$ cat config.mk
export PLATFORM = sky130hd
export DESIGN_NAME = div_iter
export DESIGN_NICKNAME = d
export VERILOG_FILES = /design/src/rtl/div_iter.sv
export SDC_FILE = /design/constraint.sdc
export NUM_CORES = 1
export LEC_CHECK = 0
export CAP_MARGIN = 15
export CELL_PAD_IN_SITES_DETAIL_PLACEMENT = 1
export CELL_PAD_IN_SITES_GLOBAL_PLACEMENT = 1
export CORE_ASPECT_RATIO = 2
export CORE_UTILIZATION = 29
export DETAILED_ROUTE_END_ITERATION = 6
export DONT_BUFFER_PORTS = 1
export GPL_TIMING_DRIVEN = 0
export MAX_ROUTING_LAYER = met4
export PLACE_DENSITY = 0.53
export SLEW_MARGIN = 20
export SYNTH_ARGS = -nofsm -noshare
export SYNTH_HDL_FRONTEND = slang
export SYNTH_SLANG_ARGS = --single-unit
$ cat constraint.sdc
create_clock -name clk -period 10.51 [get_ports clk]
set_clock_uncertainty 0.15 [all_clocks]
set_input_delay 1.051 -clock clk [delete_from_list [all_inputs] [get_ports clk]]
set_output_delay 1.051 -clock clk [all_outputs]
set_load 0.005 [all_outputs]
$ cat src/rtl/div_iter.sv
// rtl/div_iter.sv - iterative restoring radix-2 divider, signed/unsigned, with flush
module div_iter #(
   parameter int WIDTH = 32,
   parameter int CNT_W = 6
) (
   input  logic             clk,
   input  logic             rst,
   input  logic             start,
   input  logic             is_signed,
   input  logic [WIDTH-1:0] dividend,
   input  logic [WIDTH-1:0] divisor,
   input  logic             flush,
   output logic             busy,
   output logic             done,
   output logic [WIDTH-1:0] quotient,
   output logic [WIDTH-1:0] remainder,
   output logic             div_zero
);

   typedef enum logic [1:0] {IDLE, CALC, FIX} state_t;

   state_t           state, state_nx;
   logic [CNT_W-1:0] cnt;
   logic [WIDTH-1:0] rem_acc;   // partial remainder magnitude
   logic [WIDTH-1:0] quo_acc;   // dividend shifts out / quotient shifts in; raw dividend on /0
   logic [WIDTH-1:0] dvs_mag;   // divisor magnitude
   logic             neg_q, neg_r, dz;

   logic [WIDTH:0]   rem_shift, rem_trial;
   logic [WIDTH-1:0] a_mag, b_mag;
   logic             a_neg, b_neg, b_zero, last_step;

   assign a_neg     = is_signed & dividend[WIDTH-1];
   assign b_neg     = is_signed & divisor[WIDTH-1];
   assign a_mag     = a_neg ? (~dividend + 1'b1) : dividend;
   assign b_mag     = b_neg ? (~divisor + 1'b1) : divisor;
   assign b_zero    = (divisor == '0);
   assign last_step = (cnt == CNT_W'(WIDTH - 1));

   // Shift the next dividend bit into the partial remainder and try a subtract;
   // a set top bit of the trial means the divisor did not fit.
   assign rem_shift = {rem_acc, quo_acc[WIDTH-1]};
   assign rem_trial = rem_shift - {1'b0, dvs_mag};

   assign busy = (state != IDLE);

   // State register
   always_ff @(posedge clk or posedge rst) begin
      if (rst) state <= IDLE;
      else     state <= state_nx;
   end

   // Next-state logic; flush wins over everything, including a same-cycle start
   always_comb begin
      state_nx = state;
      if (flush) begin
         state_nx = IDLE;
      end else begin
         unique case (state)
            IDLE:    if (start) state_nx = b_zero ? FIX : CALC;
            CALC:    if (last_step) state_nx = FIX;
            FIX:     state_nx = IDLE;
            default: state_nx = IDLE;
         endcase
      end
   end

   // Datapath: operand capture, one restoring step per CALC cycle, result fix-up in FIX
   always_ff @(posedge clk or posedge rst) begin
      if (rst) begin
         cnt       <= '0;
         rem_acc   <= '0;
         quo_acc   <= '0;
         dvs_mag   <= '0;
         neg_q     <= 1'b0;
         neg_r     <= 1'b0;
         dz        <= 1'b0;
         done      <= 1'b0;
         quotient  <= '0;
         remainder <= '0;
         div_zero  <= 1'b0;
      end else begin
         done <= 1'b0;
         if (!flush) begin
            unique case (state)
               IDLE: begin
                  if (start) begin
                     cnt     <= '0;
                     rem_acc <= '0;
                     quo_acc <= b_zero ? dividend : a_mag;
                     dvs_mag <= b_mag;
                     neg_q   <= a_neg ^ b_neg;
                     neg_r   <= a_neg;
                     dz      <= b_zero;
                  end
               end
               CALC: begin
                  cnt <= cnt + 1'b1;
                  if (!rem_trial[WIDTH]) begin
                     rem_acc <= rem_trial[WIDTH-1:0];
                     quo_acc <= {quo_acc[WIDTH-2:0], 1'b1};
                  end else begin
                     rem_acc <= rem_shift[WIDTH-1:0];
                     quo_acc <= {quo_acc[WIDTH-2:0], 1'b0};
                  end
               end
               FIX: begin
                  done     <= 1'b1;
                  div_zero <= dz;
                  if (dz) begin
                     quotient  <= '1;
                     remainder <= quo_acc;
                  end else begin
                     quotient  <= neg_q ? (~quo_acc + 1'b1) : quo_acc;
                     remainder <= neg_r ? (~rem_acc + 1'b1) : rem_acc;
                  end
               end
               default: ;
            endcase
         end
      end
   end

endmodule

# [Yosys cells after proc, flatten, opt, wreduce, memory -nomap -nowiden]
# Cells that the tools add are included.
[word_totals] reg_bits=173 latch_bits=0 ramBits=0 romBits=0 output_inout_bits=67 wordCells=62 mem_count=0
[op_classes] add_sub_neg=6 mul=0 div_mod_pow=0 magnitude_cmp=0 eq_ne=6 n_shift=0 mux=22 n_bitwise=8 n_reduce_logical=8
[ops] cell="2-to-1 mux 32 bit" n=10
[ops] cell="adder 32 x 1 -> 32 bit, second input constant" n=4
[ops] cell="NOT 32 bit" n=4
[ops] cell="case mux 32 bit (2 select lines)" n=2
[ops] cell="subtractor 33 x 32 -> 33 bit" n=1
[ops] cell="logical NOT 32 bit" n=1
[ops] cell="case mux 6 bit (2 select lines)" n=1
[ops] cell="2-to-1 mux 2 bit" n=4
[ops] cell="adder 6 x 1 -> 6 bit, second input constant" n=1
[ops] cell="== test 6 x 5 -> 1 bit, second input constant" n=1
[ops] cell="2-to-1 mux 6 bit" n=1
[ops] cell="!= test 3 bit, second input constant" n=2
[ops] cell="AND reduction 3 bit" n=2
[ops] cell="case mux 2 bit (2 select lines)" n=1
[ops] cell="AND reduction 2 bit" n=2
[ops] cell="nonzero test 2 bit" n=2
[ops] cell="2-to-1 mux 1 bit" n=3
[ops] cell="AND 1 bit" n=2
[ops] cell="== test 2 x 1 -> 1 bit, second input constant" n=1
[ops] cell="== test 2 bit, second input constant" n=1
[ops] cell="logical NOT 2 bit" n=1
[ops] cell="!= test 2 bit, second input constant" n=1
[ops] cell="NOT 1 bit" n=1
[ops] cell="XOR 1 bit" n=1

# [Longest topological paths before layout]
# Gate-level depths: netlist (run 1).
[logic_depth] ltp_word=6 depth_mapped=15 ltp_nobuf=12

# [Least setup slack after synthesis (run 1)]
# Ideal clock, no wire load.
[synth_path] kind="input to register" startpoint="input divisor[7]" endpoint="register quo_acc[20]" arrival_time_ps=3282 required_time_ps=10227 setup_slack_ps=6945 cell_stages=11 path_buffers=2 cell_sequence="or4_1 -> nor3_1 -> nand4_1 -> or2_2 -> nor4_4 -> or2_2 -> buf_2 -> buf_6 -> a21oi_1 -> xnor2_1 -> o21ai_0"
[synth_via] elab_chain_cells=4
[synth_lines] item="from (decl)" line="11" source="input logic [WIDTH-1:0] divisor,"
[synth_lines] item="logical NOT 32 bit" line="37" source="assign b_zero = (divisor == '0);"
[synth_lines] item="2-to-1 mux 32 bit" line="90" source="quo_acc <= b_zero ? dividend : a_mag;"
[synth_lines] item="2-to-1 mux 32 bit" line="87" source="if (start) begin"
[synth_lines] item="case mux 32 bit (2 select lines)" line="85" source="unique case (state)"
[synth_lines] item="to (signal assigned)" line="90"
[synth_lines] item="to (signal assigned)" line="101" source="quo_acc <= {quo_acc[WIDTH-2:0], 1'b1};"
[synth_lines] item="to (signal assigned)" line="104" source="quo_acc <= {quo_acc[WIDTH-2:0], 1'b0};"
[synth_lines] item="to (decl)" line="25" source="logic [WIDTH-1:0] quo_acc;"
# No other way between the ends. The select of a mux whose other input is x is not followed.
# A chain may end at the register's enable or synchronous reset.

# [Worst setup path in the final report (run 1)]
[layout_path] startpoint="register quo_acc[31]" endpoint="register rem_acc[29]"
[layout_via] elab_chain_cells=3
[layout_lines] item="subtractor 33 x 32 -> 33 bit" line="43" source="assign rem_trial = rem_shift - {1'b0, dvs_mag};"
[layout_lines] item="2-to-1 mux 32 bit" line="99" source="if (!rem_trial[WIDTH]) begin"
[layout_lines] item="case mux 32 bit (2 select lines)" line="85"
[layout_lines] item="to (signal assigned)" line="100" source="rem_acc <= rem_trial[WIDTH-1:0];"
[layout_lines] item="to (signal assigned)" line="103" source="rem_acc <= rem_shift[WIDTH-1:0];"
[layout_lines] item="to (decl)" line="24" source="logic [WIDTH-1:0] rem_acc;"
# No other way between the ends.

==> impl_metrics.ini, run 1 <==
[layout]
multi_input_area_sq_mm = 0.00659
fin_nets = 1515
area_delta_synth_final_pct = 11.2
n_antenna_cell = 0
drive_gt1_share_pct = 4.15
seqCellArea_sq_mm = 0.00433
fill_cells = 4716
instances_no_fill = 1941

[global_routing]
grt_usage_pct = 23.0
grt_util_met3_pct = 3.37
grt-ovfl-total = 0
grt_max_degree = 94
grt_pass1_vias = 11100
met2_usage_pct = 46.7
grt_pass1_wl_um = 66200
top_usage_layer = met2
use_met1_pct = 20.1
antenna_found_initial = 0

[logic_synthesis]
synthMuxAreaShare_pct = 0.700
syn_area_sq_mm = 0.0114
yosys.area.top_type_share_pct = 37.9
synth_top_family_by_area = compound AO/OA/AOI/OAI gates
synth_area_leaders = dfrtp_1 (38%), xor2_1 (7.6%), nand2_1 (6.3%), o21ai_0 (6.1%), a21oi_1 (5.3%)
synth-compound-area-share_pct = 22.9
synth-xor-area-share_pct = 11.3
synth.ff_latch_count = 173
synth_warnings = 0
synth_area_leader_cell = dfrtp_1
post-synth-top-count-cell = nand2_1
syn-num-nets = 1494
synth_edf_count = 0
syn_inst = 1387
seq_area_frac_synth_pct = 37.9
yosys.area_share.adder_pct = 4.22
syn_area_per_cell_sq_um = 8.25
async_flop_share_pct = 100
synth.distinct_cells = 62
yosys_most_used_dff = dfrtp_1
synth_commonest_cells = nand2_1 (192), dfrtp_1 (173), o21ai_0 (139)
synthSimpleGateAreaFrac_pct = 18.4

[routing]
drc = 0
post_drt_wl_per_cell_um = 22.3
ant_nets = 0
vias = 10200
via_per_inst = 5.27
drt_first_pass_iters = 4
drt-total-wl_um = 43300
first_iter_violations = 312

[clock_network]
cts-buffers-inserted = 17
clk_latency_ns = 0.46
cts_tree = done
clockRootBuffer = clkbuf_16
clock_sinks = 173
clk_pin_slew_ns = 0.07
post_cts_buffers = 0
cts-hold-fix-buffers = 0
cts_resized = 0
clk_path_buf_depth = 2
htreeDepth = 4

[hold_path]
min_path_type = reg2reg

[floorplan]
pin_count = 136
die-area_sq_mm = 0.0403
coreArea_sq_mm = 0.0388
dieHeight_um = 283
start_util_pct = 29.5
rows = 102
die_x_um = 142

[critical_path]
path_class = reg2reg
crit_fanout = 10
reg2reg_slack_ns = 5.64
rr_worst_depth = 13
setup.worst_path.start_class = flop
regToRegStartpoint = quo_acc[31]
crit_end = rem_acc[29]
cp_data_arrival_time_ns = 5.08
cp-startpoint = quo_acc[31]
cp-end-kind = flop
required_ns = 10.72
r2r_end = rem_acc[29]

[sta]
setup_viol = 0
hold_slack_ns = 0.327
fmax_mhz = 206
relSlewSlack_pct = 35.2
max_slew.worst_pin.slew_ns = 0.966
post-route-min-period_ns = 4.87
setup-tns-final_ns = 0
period_share_pct = 46.3
rsz0062_at_grt = false
drv_slew = 0
hold_viol_final = 0
final.setup.worst_slack_ns = 5.64

[power]
power_density_mw_per_mm2 = 294
ir_worst_vdd_v = 0.000120
p_leak_nw = 5.36

[placed_design]
dp_hpwl_um = 35600
portBuffers = 0
globalplace.congestion = 0.871
dp.cells = 1909
pre_cts_ws_ns = 5.51

[run_status]
outcome = completed

[job]
cap_violations = 0
[critical path: stages (launching register included)]
cell	delay, ns
dfrtp_1	0.45
inv_1	0.26
ha_1	0.24
fa_1	0.21
nand2b_1	0.15
a21oi_1	0.11
o21ai_0	0.57
o31ai_1	0.15
nor2_1	0.33
a211oi_1	0.16
o21ai_1	0.79
clkbuf_1	0.61
o311ai_0	0.30
o221ai_1	0.27
[cells in the final DEF, fill, tap and decap left out, drive strengths merged, types with 10 or more instances in the layout]
cell / n
xor2: 99
clkbuf: 96
o211ai: 15
dfrtp: 173
nand3: 16
nor2: 127
or3: 11
nand2b: 13
nor2b: 11
o31ai: 28
nor3: 19
buf: 11
a21oi: 122
a21o: 13
nand4: 19
a22oi: 30
or4: 11
nor4: 10
and3: 12
ha: 37
o21ai: 143
nand2: 192
xnor2: 49
inv: 54
a221o: 16
o41ai: 16
[worst min-delay path by stage]
stage,slack (ns),cells after the start,startpoint,end
after global placement,0.31,2,dvs_mag[2],dvs_mag[2]
after floorplan,0.30,2,dvs_mag[10],dvs_mag[10]
after CTS,0.34,2,dvs_mag[14],dvs_mag[14]
after detailed placement,0.32,2,dvs_mag[14],dvs_mag[14]
after global routing,0.36,2,dvs_mag[24],dvs_mag[24]
final,0.33,2,dvs_mag[17],dvs_mag[17]
[state kept, by name, summed over array words and instances (netlist names), 2 cells and up]
signal / flops
cnt: 6
dvs_mag: 32
remainder: 32
rem_acc: 32
quotient: 32
quo_acc: 32
state: 2
[area by class of cell]
| type | instances | area share [%] |
|---|---|---|
| buffer | 87 | 2.76 |
| clock buffer | 18 | 3.38 |
| clock inverter | 14 | 1.16 |
| inverter | 46 | 1.42 |
| multi-input combinational | 1081 | 51.8 |
| sequential | 173 | 34.0 |
| tap | 520 | 5.12 |
| timing repair buffer | 2 | 0.305 |
[kinds of logic (layout without fill, tap and decap cells)]
family                     Yosys count  after routing
and+or+nand+nor                    462            462
AOI/OAI and AO/OA                  425            425
DFF                                173            173
xor gates and xnor gates           148            148
buffers and inverters              133            167
adders and majority gates           38             38
muxes                                8              8
[stage by stage]
stage	power, mW	area [sq um]	utilization [%]
2_1_floorplan	2.50	11400	-
3_3_place_gp	3.09	12100	31.2
3_5_place_dp	3.13	12100	31.3
4_1_cts	3.79	12700	32.8
5_1_grt	4.07	12700	32.8
6_report	3.73	12700	32.8
[per-layer routing]
metal | part of all wire [%] | vias up
li1 | - | 4955
met5 | 0 | -
met3 | 3.0 | 91
met1 | 34 | 4981
met2 | 59 | 203
met4 | 4.3 | 0
[power breakdown]
group | switching [mW] | internal, mW
registers | 0.280 | 0.893
clock network | 0.312 | 0.336
logic | 1.18 | 0.734
No activity file was read; power rests on OpenSTA's default activity.
==> run 2, diff against run 1 <==
--- a/config.mk
+++ b/config.mk
@@ -14,7 +14,7 @@
 export DONT_BUFFER_PORTS = 1
 export GPL_TIMING_DRIVEN = 0
 export MAX_ROUTING_LAYER = met4
-export PLACE_DENSITY = 0.53
+export PLACE_DENSITY = 0.55
 export SLEW_MARGIN = 20
 export SYNTH_ARGS = -nofsm -noshare
 export SYNTH_HDL_FRONTEND = slang
==> constraint.sdc (replaced) <==
create_clock -name clk -period 4.25 [get_ports clk]
set_clock_uncertainty 0.15 [all_clocks]
set_input_delay 0.425 -clock clk [delete_from_list [all_inputs] [get_ports clk]]
set_output_delay 0.425 -clock clk [all_outputs]
set_load 0.005 [all_outputs]
==> run 2 against run 1 <==
Against the previous run:
- global-route usage shrank 0.20 points
- cell count grew 0.72%
- register-to-register slack lost 5.4 ns
- combinational power grew 150%
- maximum frequency grew 21%
- final area grew 1.9%
- setup slack lost 5.4 ns
- first-iteration DRC count grew 21%
- largest power group unchanged
- via count grew 0.52%
- routed wire length shrank 0.42%
- critical endpoint is now rem_acc[0]
- critical path depth grew 1
==> impl_metrics.ini, run 2 (same netlist as run 1, synthesis figures left out) <==
[critical_path]
cpMostUsedCell = a21oi_1
setup.worst_path.start_class = flop
rr_worst_depth = 14
critical_path.max_stage_delay_ns = 0.46
cp-end-kind = flop
cp_slowest_cell = dfrtp_1
required_ns = 4.46
path_class = reg2reg
path_cells = inv_1 > ha_1 > fa_1 > nand2b_1 > a21oi_1 > o21ai_2 > o31ai_2 > nor2_2 > a211oi_2 > or3_1 > buf_2 > clkbuf_2 > a21oi_1 > o32ai_1
cp_data_arrival_time_ns = 4.24
crit_fanout = 10
reg2reg_slack_ns = 0.22

[routing]
drt-total-wl_um = 43100
via_per_inst = 5.26
first_iter_violations = 377
drc = 0
ant_nets = 0
drt_first_pass_iters = 4
vias = 10300
post_drt_wl_per_cell_um = 22.0

[global_routing]
grt_max_degree = 33
grt_pass1_vias = 11200
grt-ovfl-total = 0
antenna_found_initial = 0
grt_pass1_wl_um = 66200
grt_usage_pct = 22.8

[layout]
drive_gt1_share_pct = 5.09
n_antenna_cell = 0
area_delta_synth_final_pct = 13.3
fill_cells = 4720
fin_nets = 1529
final_cell_mix = nand2_1 (192), dfrtp_1 (173), o21ai_0 (138), nor2_1 (126), a21oi_1 (122)
final_util_pct = 33.4
final_common_cell = nand2_1
multi_input_area_sq_mm = 0.00662
instances_no_fill = 1955
seqCellArea_sq_mm = 0.00433

[placed_design]
dp_hpwl_um = 35700
portBuffers = 0
dp.cells = 1914
globalplace.congestion = 0.834

[floorplan]
start_util_pct = 29.5
die-area_sq_mm = 0.0403
dieHeight_um = 283
rows = 102
pin_count = 136
die_x_um = 142
coreArea_sq_mm = 0.0388

[clock_network]
clk_pin_slew_ns = 0.07
htreeDepth = 4
post_cts_buffers = 0
clk_latency_ns = 0.46
clockRootBuffer = clkbuf_16
clk_path_buf_depth = 2
cts-buffers-inserted = 17
cts_tree = done
clock_sinks = 173

[sta]
fmax_mhz = 248
max_slew.worst_pin.slew_ns = 0.949
relSlewSlack_pct = 36.3
hold_viol_final = 0
setup_viol = 0
period_share_pct = 94.8
post-route-min-period_ns = 4.03
rsz0062_at_grt = false
drv_slew = 0

[job]
cap_violations = 0

[power]
ir_worst_vdd_v = 0.000279
p_leak_nw = 5.46
power_density_mw_per_mm2 = 720

[run_status]
outcome = completed

[hold_path]
min_path_type = in2reg
holdPathStages = 2
-- run 2: changes by cell type in the layout (fill, tap and decap cells not counted), sizes merged --
cell / delta
dlygate4sd3: +9
buf: +4
clkbuf: +3
inv: -3
bufinv: +1
-- run 2: path summary, 6_finish.rpt --
check,from,end
min,divisor[25],dvs_mag[25]
max in group asynchronous,rst,dvs_mag[10]
min reg2reg,dvs_mag[20],dvs_mag[20]
max reg2reg,quo_acc[31],rem_acc[0]
min in group asynchronous,rst,quotient[26]
max,quo_acc[31],rem_acc[0]
-- run 2: stage by stage --
stage                     hold WS (ns)  TNS, ns  area (sq um)  power [mW]  setup slack, ns
after CTS                     0.000925        0         12900        9.43          0.00273
final                           0.0126        0         13000        9.33            0.223
after detailed placement         0.171   -14.94         12200        7.72           -0.671
after global placement           0.315   -14.20         12100        7.61           -0.634
after floorplan                  0.300        0         11400        6.19             1.02
after global routing            0.0105        0         13000        10.1           0.0538
-- run 2: critical path: cells and delay by family, from the launching register on --
kind / cells / cell delay (ns)
adder cells (fa/ha/maj): 2 / 0.67
flip-flops: 1 / 0.46
buffers and inverters: 3 / 0.81
AND/OR/NAND/NOR: 3 / 0.46
AO/OA/AOI/OAI: 6 / 1.36
-- run 2: final cells by class --
| cell class | count | area share, % |
|---|---|---|
| plain buffers | 87 | 2.79 |
| clock buffers | 20 | 3.45 |
| clock inverters | 12 | 1.15 |
| inverters | 46 | 1.36 |
| multi-input cells | 1081 | 51.1 |
| flip-flops and latches | 173 | 33.4 |
| well taps | 520 | 5.02 |
| repair buffers | 16 | 1.77 |
-- run 2: layer usage --
| metal | global-route usage (%) | wire, um | vias to the layer above |
|---|---|---|---|
| met4 | 11.2 | 1910 | 0 |
| met2 | 45.8 | 25100 | 183 |
| met1 | 20.1 | 14700 | 5067 |
| li1 | - | - | 4965 |
| met5 | - | 0 | - |
| met3 | 3.53 | 1370 | 68 |
-- run 2: repair_timing --
action | CTS | global route
setup endpoints to repair | 33 | 33
hold buffers | 9 | 0
gates resized for setup | 7 | 7
pin swaps | 0 | 1
hold endpoints to repair | 32 | 0
-- run 2: where the power goes --
group          switching, mW  internal (mW)
Combinational           2.92           1.85
Sequential             0.713           2.21
Clock                  0.742          0.899
